--- config.mk ---
export PLATFORM = sky130hd
export DESIGN_NAME = pc_gen
export DESIGN_NICKNAME = d
export VERILOG_FILES = /design/src/rtl/pc_gen.sv
export SDC_FILE = /design/constraint.sdc
export NUM_CORES = 1
export LEC_CHECK = 0
export CORE_UTILIZATION = 30
export CTS_BUF_LIST = sky130_fd_sc_hd__clkbuf_2
export DETAILED_ROUTE_END_ITERATION = 12
export GPL_TIMING_DRIVEN = 1
export PLACE_DENSITY = 0.6
export SETUP_SLACK_MARGIN = 0.2
export SLEW_MARGIN = 20
export SYNTH_ARGS = -nofsm -noshare
export SYNTH_HDL_FRONTEND = slang
export SYNTH_SLANG_ARGS = --single-unit
--- constraint.sdc ---
create_clock -name clk -period 7.7 [get_ports clk]
set_input_delay 1.54 -clock clk [delete_from_list [all_inputs] [get_ports clk]]
set_output_delay 1.54 -clock clk [all_outputs]
set_load 0.01 [all_outputs]
--- src/rtl/pc_gen.sv ---
// Fetch program-counter generator: exception/eret/redirect sequencing, a
// one-deep redirect buffer for stalled cycles, and a small return-address stack.
module pc_gen #(
    parameter int unsigned      WIDTH     = 32,
    parameter logic [WIDTH-1:0] RESET_PC  = 32'h0000_3000,
    parameter logic [WIDTH-1:0] EXC_PC    = 32'h0000_4180,
    parameter logic [WIDTH-1:0] IM_BASE   = 32'h0000_3000,
    parameter logic [WIDTH-1:0] IM_LIMIT  = 32'h0000_6FFC,
    parameter int unsigned      RAS_DEPTH = 4
) (
    input  logic             clk,
    input  logic             reset,
    input  logic             req,
    input  logic             eret,
    input  logic [WIDTH-1:0] epc,
    input  logic             stall,
    input  logic             redir_valid,
    input  logic [WIDTH-1:0] redir_pc,
    input  logic             ras_push,
    input  logic [WIDTH-1:0] ras_push_addr,
    input  logic             ras_pop,
    output logic [WIDTH-1:0] pc_f,
    output logic [WIDTH-1:0] pc_plus4,
    output logic             adel_f,
    output logic             redir_pending,
    output logic [WIDTH-1:0] ras_top,
    output logic             ras_valid
);

    localparam int unsigned PTR_W = $clog2(RAS_DEPTH);
    localparam int unsigned CNT_W = $clog2(RAS_DEPTH + 1);

    // ------------------------------------------------------------------
    // PC sequencing
    // ------------------------------------------------------------------
    logic [WIDTH-1:0] pc_q, pc_d;
    logic             pend_q, pend_d;
    logic [WIDTH-1:0] pend_pc_q, pend_pc_d;

    assign pc_f          = pc_q;
    assign pc_plus4      = pc_q + WIDTH'(4);
    assign redir_pending = pend_q;
    assign adel_f        = (pc_q[1:0] != 2'b00) || (pc_q < IM_BASE) || (pc_q > IM_LIMIT);

    always_comb begin
        // NOTE: every output of this block gets a default first, so no path
        // through the if/else chain leaves a signal unassigned (no latch).
        pc_d      = pc_plus4;
        pend_d    = pend_q;
        pend_pc_d = pend_pc_q;

        if (req) begin
            pc_d   = EXC_PC;
            pend_d = 1'b0;
        end else if (eret) begin
            pc_d   = epc;
            pend_d = 1'b0;
        end else if (redir_valid && !stall) begin
            pc_d   = redir_pc;
            pend_d = 1'b0;
        end else if (redir_valid) begin
            // Stalled redirect: remember the newest target, fetch holds.
            pc_d      = pc_q;
            pend_d    = 1'b1;
            pend_pc_d = redir_pc;
        end else if (pend_q && !stall) begin
            pc_d   = pend_pc_q;
            pend_d = 1'b0;
        end else if (stall) begin
            pc_d = pc_q;
        end
    end

    always_ff @(posedge clk) begin
        // NOTE: state registers use non-blocking assignments so every
        // register samples the pre-edge values of its neighbours.
        if (reset) begin
            pc_q      <= RESET_PC;
            pend_q    <= 1'b0;
            pend_pc_q <= '0;
        end else begin
            pc_q      <= pc_d;
            pend_q    <= pend_d;
            pend_pc_q <= pend_pc_d;
        end
    end

    // ------------------------------------------------------------------
    // Return-address stack (circular, oldest entry overwritten when full)
    // ------------------------------------------------------------------
    logic [WIDTH-1:0] ras_mem [RAS_DEPTH];
    logic [PTR_W-1:0] ras_ptr_q;
    logic [CNT_W-1:0] ras_cnt_q;
    logic [PTR_W-1:0] top_idx, wr_idx;
    logic             ras_en, ras_empty, ras_full;
    logic             do_push, do_pop, do_replace;

    assign ras_en     = !stall && !req && !eret;
    assign ras_empty  = (ras_cnt_q == '0);
    assign ras_full   = (ras_cnt_q == CNT_W'(RAS_DEPTH));
    assign top_idx    = ras_ptr_q - PTR_W'(1);

    assign do_push    = ras_en && ras_push && (!ras_pop || ras_empty);
    assign do_replace = ras_en && ras_push && ras_pop && !ras_empty;
    assign do_pop     = ras_en && ras_pop && !ras_push && !ras_empty;
    assign wr_idx     = do_replace ? top_idx : ras_ptr_q;

    assign ras_valid  = !ras_empty;
    assign ras_top    = ras_empty ? '0 : ras_mem[top_idx];

    always_ff @(posedge clk) begin
        if (reset) begin
            ras_ptr_q <= '0;
            ras_cnt_q <= '0;
        end else if (req) begin
            ras_cnt_q <= '0;
        end else if (do_push) begin
            ras_ptr_q <= ras_ptr_q + PTR_W'(1);
            if (!ras_full) begin
                ras_cnt_q <= ras_cnt_q + CNT_W'(1);
            end
        end else if (do_pop) begin
            ras_ptr_q <= top_idx;
            ras_cnt_q <= ras_cnt_q - CNT_W'(1);
        end
    end

    // NOTE: the entry array has no reset; the count gates every read, so
    // stale contents are never visible and the array can map to plain RAM.
    always_ff @(posedge clk) begin
        if (!reset && (do_push || do_replace)) begin
            ras_mem[wr_idx] <= ras_push_addr;
        end
    end

endmodule

==> results of run 1 <==
layout make-up:
cell class	instances	area, um2
fillers	2917	17900
flip-flops and latches	198	5250
multi-input cells	527	3670
repair buffers	213	2100
well taps	390	488
clock inverters	15	230
clock buffers	17	85.1
inverters	10	37.5
diodes	1	2.50
power breakdown:
group | leakage [nW] | switching (W) | total, W | internal [W]
sequential | 1.72 | 0.0000227 | 0.00117 | 0.00115
clock | 0.178 | 0.000463 | 0.000608 | 0.000145
combinational | 1.95 | 0.000124 | 0.000254 | 0.000130
sequential cells by signal, summed over array words and instances, names as in the netlist, named ones only:
signal and count:
ras_cnt_q 3, pend_pc_q 32, redir_pending 1, ras_ptr_q 2, ras_mem 128, pc_f 30
worst max-delay path, stage by stage, from the launching register on:
cell and delay [ns]:
dfxtp_1 0.54, ha_1 0.25, nand3_2 0.23, nor4_2 0.63, nand4_1 0.21, xnor2_1 0.26
clkdlybuf4s50_1 0.58
layer usage:
layer  global-route usage  vias to the layer above
met5                    0                        -
met4               0.0711                        0
met3               0.0370                       41
met2                0.284                      256
met1                0.224                     3436
li1                     -                     3308
stage by stage:
stage	util	std cells	instance area, um2
after global routing	0.398	1371	11900
after global placement	0.387	1338	11500
after detailed placement	0.388	1338	11500
final	0.398	1371	11900
after CTS	0.398	1370	11900
after floorplan	-	793	9140
cells in the mapped netlist (12+ instances only):
cell,count
edfxtp_1,128
nand2_1,100
dfxtp_1,70
a21oi_1,63
nor2_1,49
clkbuf_1,46
and2_1,35
mux4_2,32
o21ai_0,25
nand3_1,19
xnor2_1,18
nor3_1,16
xor2_1,15
a211oi_1,12
nand2b_1,12
logic make-up (layout without fill, tap and decap cells):
logic type                 after synthesis  in the layout  share of synthesized area
muxes                                   42             42                     0.0898
AOI/OAI and AO/OA                      167            167                      0.118
xor gates and xnor gates                33             33                     0.0316
adders and majority gates                2              2                    0.00356
and+or+nand+nor                        283            283                      0.154
DFF                                    198            198                      0.574
buffers and inverters                   68            255                     0.0292
other                                    0              1                          0
path summary, 6_finish.rpt:
check,slack [ns],end,start,depth (start not counted)
setup / recovery,2.69,pc_plus4[26],pc_f[2]$_SDFFE_PP0P_,6
hold / removal,0.47,pend_pc_q[9]$_SDFFE_PP0P_,pend_pc_q[9]$_SDFFE_PP0P_,2
setup reg to reg,4.80,ras_mem[1][29]$_DFFE_PP_,ras_ptr_q[1]$_SDFFE_PP0P_,4
hold reg to reg,0.47,pend_pc_q[9]$_SDFFE_PP0P_,pend_pc_q[9]$_SDFFE_PP0P_,2
==> summary.md, run 1 <==
| Metric | Value |
|---|---|
| Post-synthesis register bit count | 198 |
| Register area share after synthesis | 0.574 |
| Worst-path fanout max | 8 |
| Mapped Area | between 0.009 and 0.01 mm2 |
| Std cell rows | 63 |
| Pwr/cell area | 171 mW/mm2 |
| First-pass DRT Iterations | 5 |
| Worst setup margin | 2.69 ns |
| Initial Utilization | 0.307 |
| Tot GR Track Use | 0.174 |
| Worst slew margin | 0.309 |
| Synth async-reset ratio | 0 |
| Total length of routed wires | between 20,000 and 30,000 um |
| Critical Path AT | 3.47 ns |
| GP Congestion | ~0.95 |
| CTS buffer count | 17 |
| Largest net degree at the start of global routing | 45 |
| Status | completed |
| Main area contributors after synthesis | edfxtp_1 42%, dfxtp_1 15%, mux4_2 7.9% |
| Core ar. | 0.0298 mm2 |
| M1 WL | 11,200 um |
| Worst Hold Class | reg2reg |
| Die Wd | 177 um |
| I/O pin total | ~200 |
| CTS tree | yes |
| Setup crit end kind | primary output |
| Net count, final | 1,073 |
| Final Critical Period | about 5 ns |
| Vias | roughly 7,000 |
| Iteration-0 DRC Markers | 608 |
| Die height | 177 um |
| Setup TNS | 0 ns |
| Largest area contributor in the netlist | edfxtp_1 |
| F_max | 200 MHz |
| Initial antenna violation count | 1 |
| Routed met3 length | 1620 um |
| Tot Pwr | 0.00203 W |
| Synth warn | 0 |
| Hold Buf Count CTS | 0 |
| Post-DRT Antenna Nets | 0 |
| CTS H-tree depth | 4 |
| RSZ-0062 raised after global routing | no |
| CTS max path bufs | 2 |
| Clk root buf | clkbuf_2 |
| Kind of critical path | reg2out |
| Most frequent cells in the layout | 202 x clkdlybuf4s50_1, 128 x edfxtp_1, 100 x nand2_1 |
| Post-synth top area share | 0.421 |
| Post-CTS resize count | 0 |
| DR DRC count | 0 |
| # port buffers | 202 |
| Yosys cell types | 60 |
| Hold Vio Cnt, Final | 0 |
| Sink Count | 198 |
| Synthesized Nets | 899 |
| Wire length on met2 | 13,500 um |
| Post-synth EDFFs | 128 |
| Worst EP required | 6.16 ns |
| Main flop type after synthesis | edfxtp_1 |
| Detailed-route wire length per cell | about 20 um |
| Worst-Skew Late Latency | 0.83 ns |
| Clock transition at the registers of the reported paths | about 0.33 ns |
| Dpl ws | 2.93 ns |
| Static Leak | 3.85 nW |
| Max Slew Vio Count | 0 |
| Vias in the first global route | 6,819 |
| Share of cells above drive strength 1 | 0.0969 |
| Gr ovfl total | 0 |
| Max capacitance violation total | 0 |
| Dpl hpwl | 18,600 um |
| Setup bufs post-CTS | 0 |
| Final Cycle Share | 0.650 |
| Global-route wire length before repair | 40,700 um |
| Die area | 0.0312 mm2 |
| P&R area growth vs syn | 29.9% |
| Worst-margin pin slew | 1.03 ns |
| Max VDD drop | 0.000105 V |
| Setup crit start kind | register |
| Hold WS | about 0.47 ns |
| Via density | a little over 5 |
| Uppermost layer routed | met4 |
| Synthesized area per cell | 11.5 um2 |
| Cells after Synth | approximately 790 |
| Clock skew | 0.0731 ns |
| Final setup fails | 0 |
| Most common cell after layout, fill and taps aside | clkdlybuf4s50_1 |
Note: power is estimated with default switching activity, not from simulation.
==> run 2, diff against run 1 <==
==> constraint.sdc (replaced) <==
create_clock -name clk -period 4.9 [get_ports clk]
set_input_delay 0.98 -clock clk [delete_from_list [all_inputs] [get_ports clk]]
set_output_delay 0.98 -clock clk [all_outputs]
set_load 0.01 [all_outputs]
==> summary.md, run 2 (synthesized netlist as in run 1, its figures left out) <==
| Metric | Value |
|---|---|
| Worst slew margin | 0.336 (was 0.309) |
| Initial Utilization | 0.307 (unchanged) |
| CTS tree | yes (unchanged) |
| Uppermost layer routed | met5 (was met4) |
| P&R area growth vs syn | 31.0% (was 29.9%) |
| First-pass DRT Iterations | 4 (was 5) |
| Worst Hold Class | reg2reg (unchanged) |
| Core ar. | 0.0298 mm2 (unchanged) |
| Critical Path AT | 3.36 ns (was 3.47 ns) |
| WHS Path Cells | 2 (unchanged) |
| Sink Count | 198 (unchanged) |
| Vias | 7,052 (was 7,041) |
| Tot Pwr | 0.00318 W (was 0.00203 W) |
| Total length of routed wires | 27,400 um (was 27,100 um) |
| Setup crit start kind | register (unchanged) |
| Max VDD drop | 0.000179 V (was 0.000105 V) |
| Iteration-0 DRC Markers | 520 (was 608) |
| R2r endpoint | ras_mem[1][4]$_DFFE_PP_ (was ras_mem[1][29]$_DFFE_PP_) |
| Final Cycle Share | 0.887 |
| Post-DRT Antenna Nets | 0 (unchanged) |
| Clock transition at the registers of the reported paths | 0.41 ns (was 0.33 ns) |
| DR DRC count | 0 (unchanged) |
| Detailed-route wire length per cell | 19.8 um (about the same) |
| Std cell rows | 63 (unchanged) |
| Clk pwr share | 0.297 (was 0.299) |
| Most common cell after layout, fill and taps aside | clkdlybuf4s50_1 (unchanged) |
| GP Congestion | 0.929 (was 0.950) |
| Routed met3 length | 1320 um (was 1620 um) |
| CTS H-tree depth | 4 (unchanged) |
| Die height | 177 um (unchanged) |
| Largest net degree at the start of global routing | 41 (was 45) |
| Vias in the first global route | 7,066 (was 6,819) |
| Worst EP required | 3.92 ns (was 6.16 ns) |
| Max capacitance violation total | 0 (unchanged) |
| Logic pwr share | 0.124 (was 0.125) |
| M1 WL | 11,800 um (was 11,200 um) |
| Final Critical Period | 4.34 ns |
| Seq pwr share | 0.578 (was 0.576) |
| Setup bufs post-CTS | 0 (unchanged) |
| Post-CTS resize count | 0 (unchanged) |
| F_max | between 200 and 250 MHz |
| Global-route wire length before repair | 41,300 um (was 40,700 um) |
| Flop2flop setup slack | 1.92 ns (was 4.80 ns) |
| Worst Hold End | pend_pc_q[30]$_SDFFE_PP0P_ (was pend_pc_q[9]$_SDFFE_PP0P_) |
| CTS max path bufs | 2 (unchanged) |
| Tot GR Track Use | 0.177 (was 0.174) |
| RSZ-0062 raised after global routing | no (unchanged) |
| Most frequent cells in the layout | 202 x clkdlybuf4s50_1, 128 x edfxtp_1, 100 x nand2_1 (unchanged) |
| Hold Vio Cnt, Final | 0 (unchanged) |
| Setup crit end kind | primary output (unchanged) |
| Sw power | 0.000951 W (was 0.000610 W) |
| Hold Buf Count CTS | 0 (unchanged) |
| Gr ovfl total | 0 (unchanged) |
| Worst-margin pin slew | 0.996 ns (was 1.03 ns) |
| Worst-path fanout max | 31 (was 8) |
| Worst-Skew Late Latency | 0.81 ns (was 0.83 ns) |
| Pwr/cell area | 266 mW/mm2 (was 171 mW/mm2) |
| CTS buffer count | 17 (unchanged) |
| Pint | 0.00223 W (was 0.00142 W) |
| Status | completed (unchanged) |
| Setup TNS | 0 ns (unchanged) |
| # port buffers | 202 (unchanged) |
| Die area | 0.0312 mm2 (unchanged) |
| R2R Path Start | ras_ptr_q[1]$_SDFFE_PP0P_ (unchanged) |
| Static Leak | 3.91 nW (was 3.85 nW) |
| Share of cells above drive strength 1 | 0.106 (was 0.0969) |
| Kind of critical path | reg2out (unchanged) |
| Hold Startpoint | pend_pc_q[30]$_SDFFE_PP0P_ (was pend_pc_q[9]$_SDFFE_PP0P_) |
| Via density | 5.10 (was 5.14) |
| Switch share | 0.299 (was 0.300) |
| Dpl hpwl | 19,200 um (was 18,600 um) |
| Final setup fails | 0 (unchanged) |
| Max Slew Vio Count | 0 (unchanged) |
| Initial antenna violation count | 3 (was 1) |
| R2R depth | 4 (unchanged) |
| Filler Cells Inserted | 2,898 (was 2,917) |
| Wire length on met2 | 13,300 um (was 13,500 um) |
| I/O pin total | 203 (unchanged) |
| Clock skew | 0.0863 ns (was 0.0731 ns) |
| Net count, final | 1,084 (was 1,073) |
| Die Wd | 177 um (unchanged) |
| Largest register by flop count | ras_mem (unchanged) |
| Clk root buf | clkbuf_2 (unchanged) |
| Max reg flops | 128 (unchanged) |
## run 2: through the flow
stage / util / hold slack (ns) / worst slack (ns) / std cells / area, um2
after floorplan: - / 0.431 / 1.33 / 793 / 9140
after global placement: 0.391 / 0.438 / 1.34 / 1349 / 11700
after detailed placement: 0.391 / 0.444 / 1.32 / 1349 / 11700
after CTS: 0.402 / 0.467 / 0.370 / 1381 / 12000
after global routing: 0.402 / 0.477 / 0.205 / 1383 / 12000
final: 0.402 / 0.464 / 0.555 / 1383 / 12000
## run 2: how the worst max path moves through the flow
stage / cells after the start / slack (ns) / end / start
finish: 4 / 0.56 / ras_top[30] / ras_ptr_q[0]$_SDFFE_PP0P_
global route: 6 / 0.20 / pc_plus4[24] / pc_f[2]$_SDFFE_PP0P_
CTS: 4 / 0.37 / ras_top[30] / ras_ptr_q[0]$_SDFFE_PP0P_
detailed placement: 4 / 1.32 / ras_top[30] / ras_ptr_q[0]$_SDFFE_PP0P_
global placement: 4 / 1.34 / ras_top[14] / ras_ptr_q[0]$_SDFFE_PP0P_
floorplan: 3 / 1.33 / ras_mem[1][0]$_DFFE_PP_ / req
## run 2: area by class of cell
cell class | count | area (um2) | share of cell area
diodes | 2 | 5.00 | 0.000418
clock buffers | 17 | 85.1 | 0.00711
clock inverters | 15 | 229 | 0.0191
inverters | 10 | 37.5 | 0.00314
multi-input cells | 527 | 3670 | 0.306
flip-flops and latches | 198 | 5250 | 0.438
well taps | 390 | 488 | 0.0408
repair buffers | 224 | 2210 | 0.185
## run 2: power groups by stage
stage / Combinational, W / Clock [W] / Sequential (W)
2_1_floorplan: 0.000166 / 0 / 0.00186
3_3_place_gp: 0.000393 / 0 / 0.00187
3_5_place_dp: 0.000396 / 0 / 0.00187
4_1_cts: 0.000398 / 0.000988 / 0.00184
5_1_grt: 0.000424 / 0.00105 / 0.00185
6_report: 0.000396 / 0.000947 / 0.00184
## run 2: routing by layer
metal / GRT usage / vias up
met5: 0 / -
met4: 0.0801 / 2
met3: 0.0308 / 53
met2: 0.283 / 212
met1: 0.232 / 3458
li1: - / 3327
## run 2: worst max-delay path, stage by stage (launching register included)
cell,delay [ns]
dfxtp_2,1.06
buf_4,0.37
mux4_2,0.51
and2_1,0.17
clkdlybuf4s50_1,0.48
==> run 3, diff against run 2 <==
--- a/config.mk
+++ b/config.mk
@@ -5,11 +5,11 @@
 export SDC_FILE = /design/constraint.sdc
 export NUM_CORES = 1
 export LEC_CHECK = 0
-export CORE_UTILIZATION = 30
+export CORE_UTILIZATION = 52
 export CTS_BUF_LIST = sky130_fd_sc_hd__clkbuf_2
 export DETAILED_ROUTE_END_ITERATION = 12
 export GPL_TIMING_DRIVEN = 1
-export PLACE_DENSITY = 0.6
+export PLACE_DENSITY = 0.9
 export SETUP_SLACK_MARGIN = 0.2
 export SLEW_MARGIN = 20
 export SYNTH_ARGS = -nofsm -noshare
==> summary.md, run 3 (synthesized netlist as in run 1, its figures left out) <==
| Metric | Value |
|---|---|
| Switch share | 0.294 (was 0.299) |
| Die height | 135 um (was 177 um) |
| Dpl ws | 1.26 ns (was 1.32 ns) |
| Vias | 7,625 (was 7,052) |
| WHS Path Cells | 2 (unchanged) |
| Largest register by flop count | ras_mem (unchanged) |
| Setup crit end kind | primary output (unchanged) |
| Worst EP required | 3.92 ns (about the same) |
| Worst Hold Class | reg2reg (unchanged) |
| Hold Buf Count CTS | 0 (unchanged) |
| Sw power | 0.000925 W (was 0.000951 W) |
| F_max | 219 MHz (was 230 MHz) |
| Setup TNS | 0 ns (unchanged) |
| Most common cell after layout, fill and taps aside | clkdlybuf4s50_1 (unchanged) |
| Worst setup margin | 0.343 ns (was 0.555 ns) |
| GP Congestion | 0.948 (was 0.929) |
| Max Slew Vio Count | 0 (unchanged) |
| Worst Hold End | pend_pc_q[1]$_SDFFE_PP0P_ (was pend_pc_q[30]$_SDFFE_PP0P_) |
| CTS tree | yes (unchanged) |
| Flop2flop setup slack | 1.95 ns (was 1.92 ns) |
| Hold Startpoint | pend_pc_q[1]$_SDFFE_PP0P_ (was pend_pc_q[30]$_SDFFE_PP0P_) |
| Critical Path AT | 3.58 ns (was 3.36 ns) |
| Dpl hpwl | 18,700 um (was 19,200 um) |
| RSZ-0062 raised after global routing | no (unchanged) |
| Tot Pwr | 0.00315 W (was 0.00318 W) |
| Vias in the first global route | 7,147 (was 7,066) |
| Worst-margin pin slew | 1.01 ns (was 0.996 ns) |
| Pwr/cell area | 269 mW/mm2 (was 266 mW/mm2) |
| R2r endpoint | ras_mem[1][8]$_DFFE_PP_ (was ras_mem[1][4]$_DFFE_PP_) |
| Std cell rows | 48 (was 63) |
| Setup bufs post-CTS | 0 (unchanged) |
| Die area | 0.0181 mm2 (was 0.0312 mm2) |
| R2R depth | 4 (unchanged) |
| Setup crit start kind | register (unchanged) |
| Fin cells | 1,212 (was 1,383) |
| Largest net degree at the start of global routing | 35 (was 41) |
| Post-CTS resize count | 0 (unchanged) |
| Static Leak | 3.87 nW (was 3.91 nW) |
| Pint | 0.00222 W (was 0.00223 W) |
| Clock transition at the registers of the reported paths | 0.33 ns (was 0.41 ns) |
| Worst-Skew Late Latency | 0.88 ns (was 0.81 ns) |
| Kind of critical path | reg2out (unchanged) |
| Multi-input logic area | 0.00366 mm2 (was 0.00367 mm2) |
| CTS max path bufs | 2 (unchanged) |
| Die Wd | 135 um (was 177 um) |
| DR DRC count | 0 (unchanged) |
| Clk pwr share | 0.289 (was 0.297) |
| Final Critical Period | 4.56 ns (was 4.34 ns) |
| Max capacitance violation total | 0 (unchanged) |
| Hold Vio Cnt, Final | 0 (unchanged) |
| Final setup fails | 0 (unchanged) |
| Status | completed (unchanged) |
| Logic pwr share | 0.125 (was 0.124) |
| Most frequent cells in the layout | 202 x clkdlybuf4s50_1, 128 x edfxtp_1, 100 x nand2_1 (unchanged) |
| Clock skew | 0.0498 ns (was 0.0863 ns) |
| Global route hottest layer | met2 (unchanged) |
| Tot GR Track Use | 0.295 (was 0.177) |
| Initial Utilization | 0.530 (was 0.307) |
| Placed cell areas | 0.0114 mm2 (was 0.0117 mm2) |
| Gr ovfl total | 0 (unchanged) |
| Worst-path fanout max | 8 (was 31) |
| Placed cells | 1,179 (was 1,349) |
| Core ar. | 0.0172 mm2 (was 0.0298 mm2) |
| P&R area growth vs syn | 27.9% (was 31.0%) |
| Via density | 6.29 (was 5.10) |
| I/O pin total | 203 (unchanged) |
| Post-DRT Antenna Nets | 0 (unchanged) |
| Total length of routed wires | 26,400 um (was 27,400 um) |
| CP delay by family, top | simple AND/OR/NAND/NOR gates (was flip-flops) |
| CTS buffer count | 17 (unchanged) |
| GRT met3 Usage | 0.0672 (was 0.0308) |
| Filler Cells Inserted | 1,193 (was 2,898) |
| Iteration-0 DRC Markers | 804 (was 520) |
| Net count, final | 1,079 (was 1,084) |
| First-pass DRT Iterations | 7 (was 4) |
| Detailed-route wire length per cell | 21.8 um (was 19.8 um) |
| Max stage delay on crit path | 0.61 ns (was 1.06 ns) |
| R2R Path Start | ras_ptr_q[1]$_SDFFE_PP0P_ (unchanged) |
| Final Cycle Share | 0.930 (was 0.887) |
| Seq pwr share | 0.585 (was 0.578) |
| Share of cells above drive strength 1 | 0.102 (was 0.106) |
| Global-route wire length before repair | 39,500 um (was 41,300 um) |
| Met1 Use GR | 0.359 (was 0.232) |
| M2 GR Usage | 0.495 (was 0.283) |
| Sink Count | 198 (unchanged) |
| Max reg flops | 128 (unchanged) |
| Max VDD drop | 0.000251 V (was 0.000179 V) |
| FF+latch area | 0.00525 mm2 (about the same) |
| Clk root buf | clkbuf_2 (unchanged) |
| Crit path buffers/inverters | 1 (was 2) |
| Worst slew margin | 0.326 (was 0.336) |
| Initial antenna violation count | 1 (was 3) |
| # port buffers | 202 (unchanged) |
| Final non-filler cell area | 0.0117 mm2 (was 0.0120 mm2) |
| CTS H-tree depth | 4 (unchanged) |
| CP cell instances | ha_1 -> nand3_2 -> nor4_2 -> nand4_1 -> xnor2_1 -> clkdlybuf4s50_1 (was buf_4 -> mux4_2 -> and2_1 -> clkdlybuf4s50_1) |
| Slowest CP cell | clkdlybuf4s50_1 (was dfxtp_2) |
[run 3: final cells by class]
type,instances,area share
flip-flops and latches,198,0.449
diodes,1,0.000214
repair buffers,219,0.184
inverters,10,0.00321
well taps,225,0.0241
clock inverters,15,0.0193
clock buffers,17,0.00728
multi-input cells,527,0.313
[run 3: how the worst max path moves through the flow]
| stage | startpoint | end | slack (ns) | cells past startpoint |
|---|---|---|---|---|
| finish | pc_f[2]$_SDFFE_PP0P_ | pc_plus4[26] | 0.34 | 6 |
| CTS | pc_f[2]$_SDFFE_PP0P_ | pc_plus4[26] | 0.39 | 6 |
| global placement | redir_valid | register | 1.28 | 6 |
| floorplan | req | ras_mem[1][0]$_DFFE_PP_ | 1.33 | 3 |
| detailed placement | redir_valid | pc_f[23]$_SDFFE_PP0P_ | 1.26 | 6 |
| global route | pc_f[2]$_SDFFE_PP0P_ | pc_plus4[26] | 0.22 | 6 |
[run 3: worst reg2reg max path: cells and delay by family, from the launching register on]
family	cells	cell delay [ns]
buffers and inverters	2	0.68
AND/OR/NAND/NOR	1	0.47
AO/OA/AOI/OAI	1	0.47
flip-flops	1	1.05
[run 3: power by group through the flow]
stage | Combinational, W | Sequential (W) | Clock [W]
2_1_floorplan | 0.000166 | 0.00186 | 0
3_3_place_gp | 0.000379 | 0.00187 | 0
3_5_place_dp | 0.000387 | 0.00187 | 0
4_1_cts | 0.000389 | 0.00184 | 0.000916
5_1_grt | 0.000417 | 0.00185 | 0.000981
6_report | 0.000395 | 0.00184 | 0.000911
[run 3: stage by stage]
step / utilization / hold WS [ns]
after floorplan: - / 0.431
after global placement: 0.660 / 0.437
after detailed placement: 0.660 / 0.446
after CTS: 0.678 / 0.473
after global routing: 0.678 / 0.488
final: 0.678 / 0.473
[run 3: layer usage]
layer,up-vias,routed length (um)
li1,3327,-
met1,3663,9430
met2,531,13400
met3,104,2450
met4,0,1130
met5,-,0
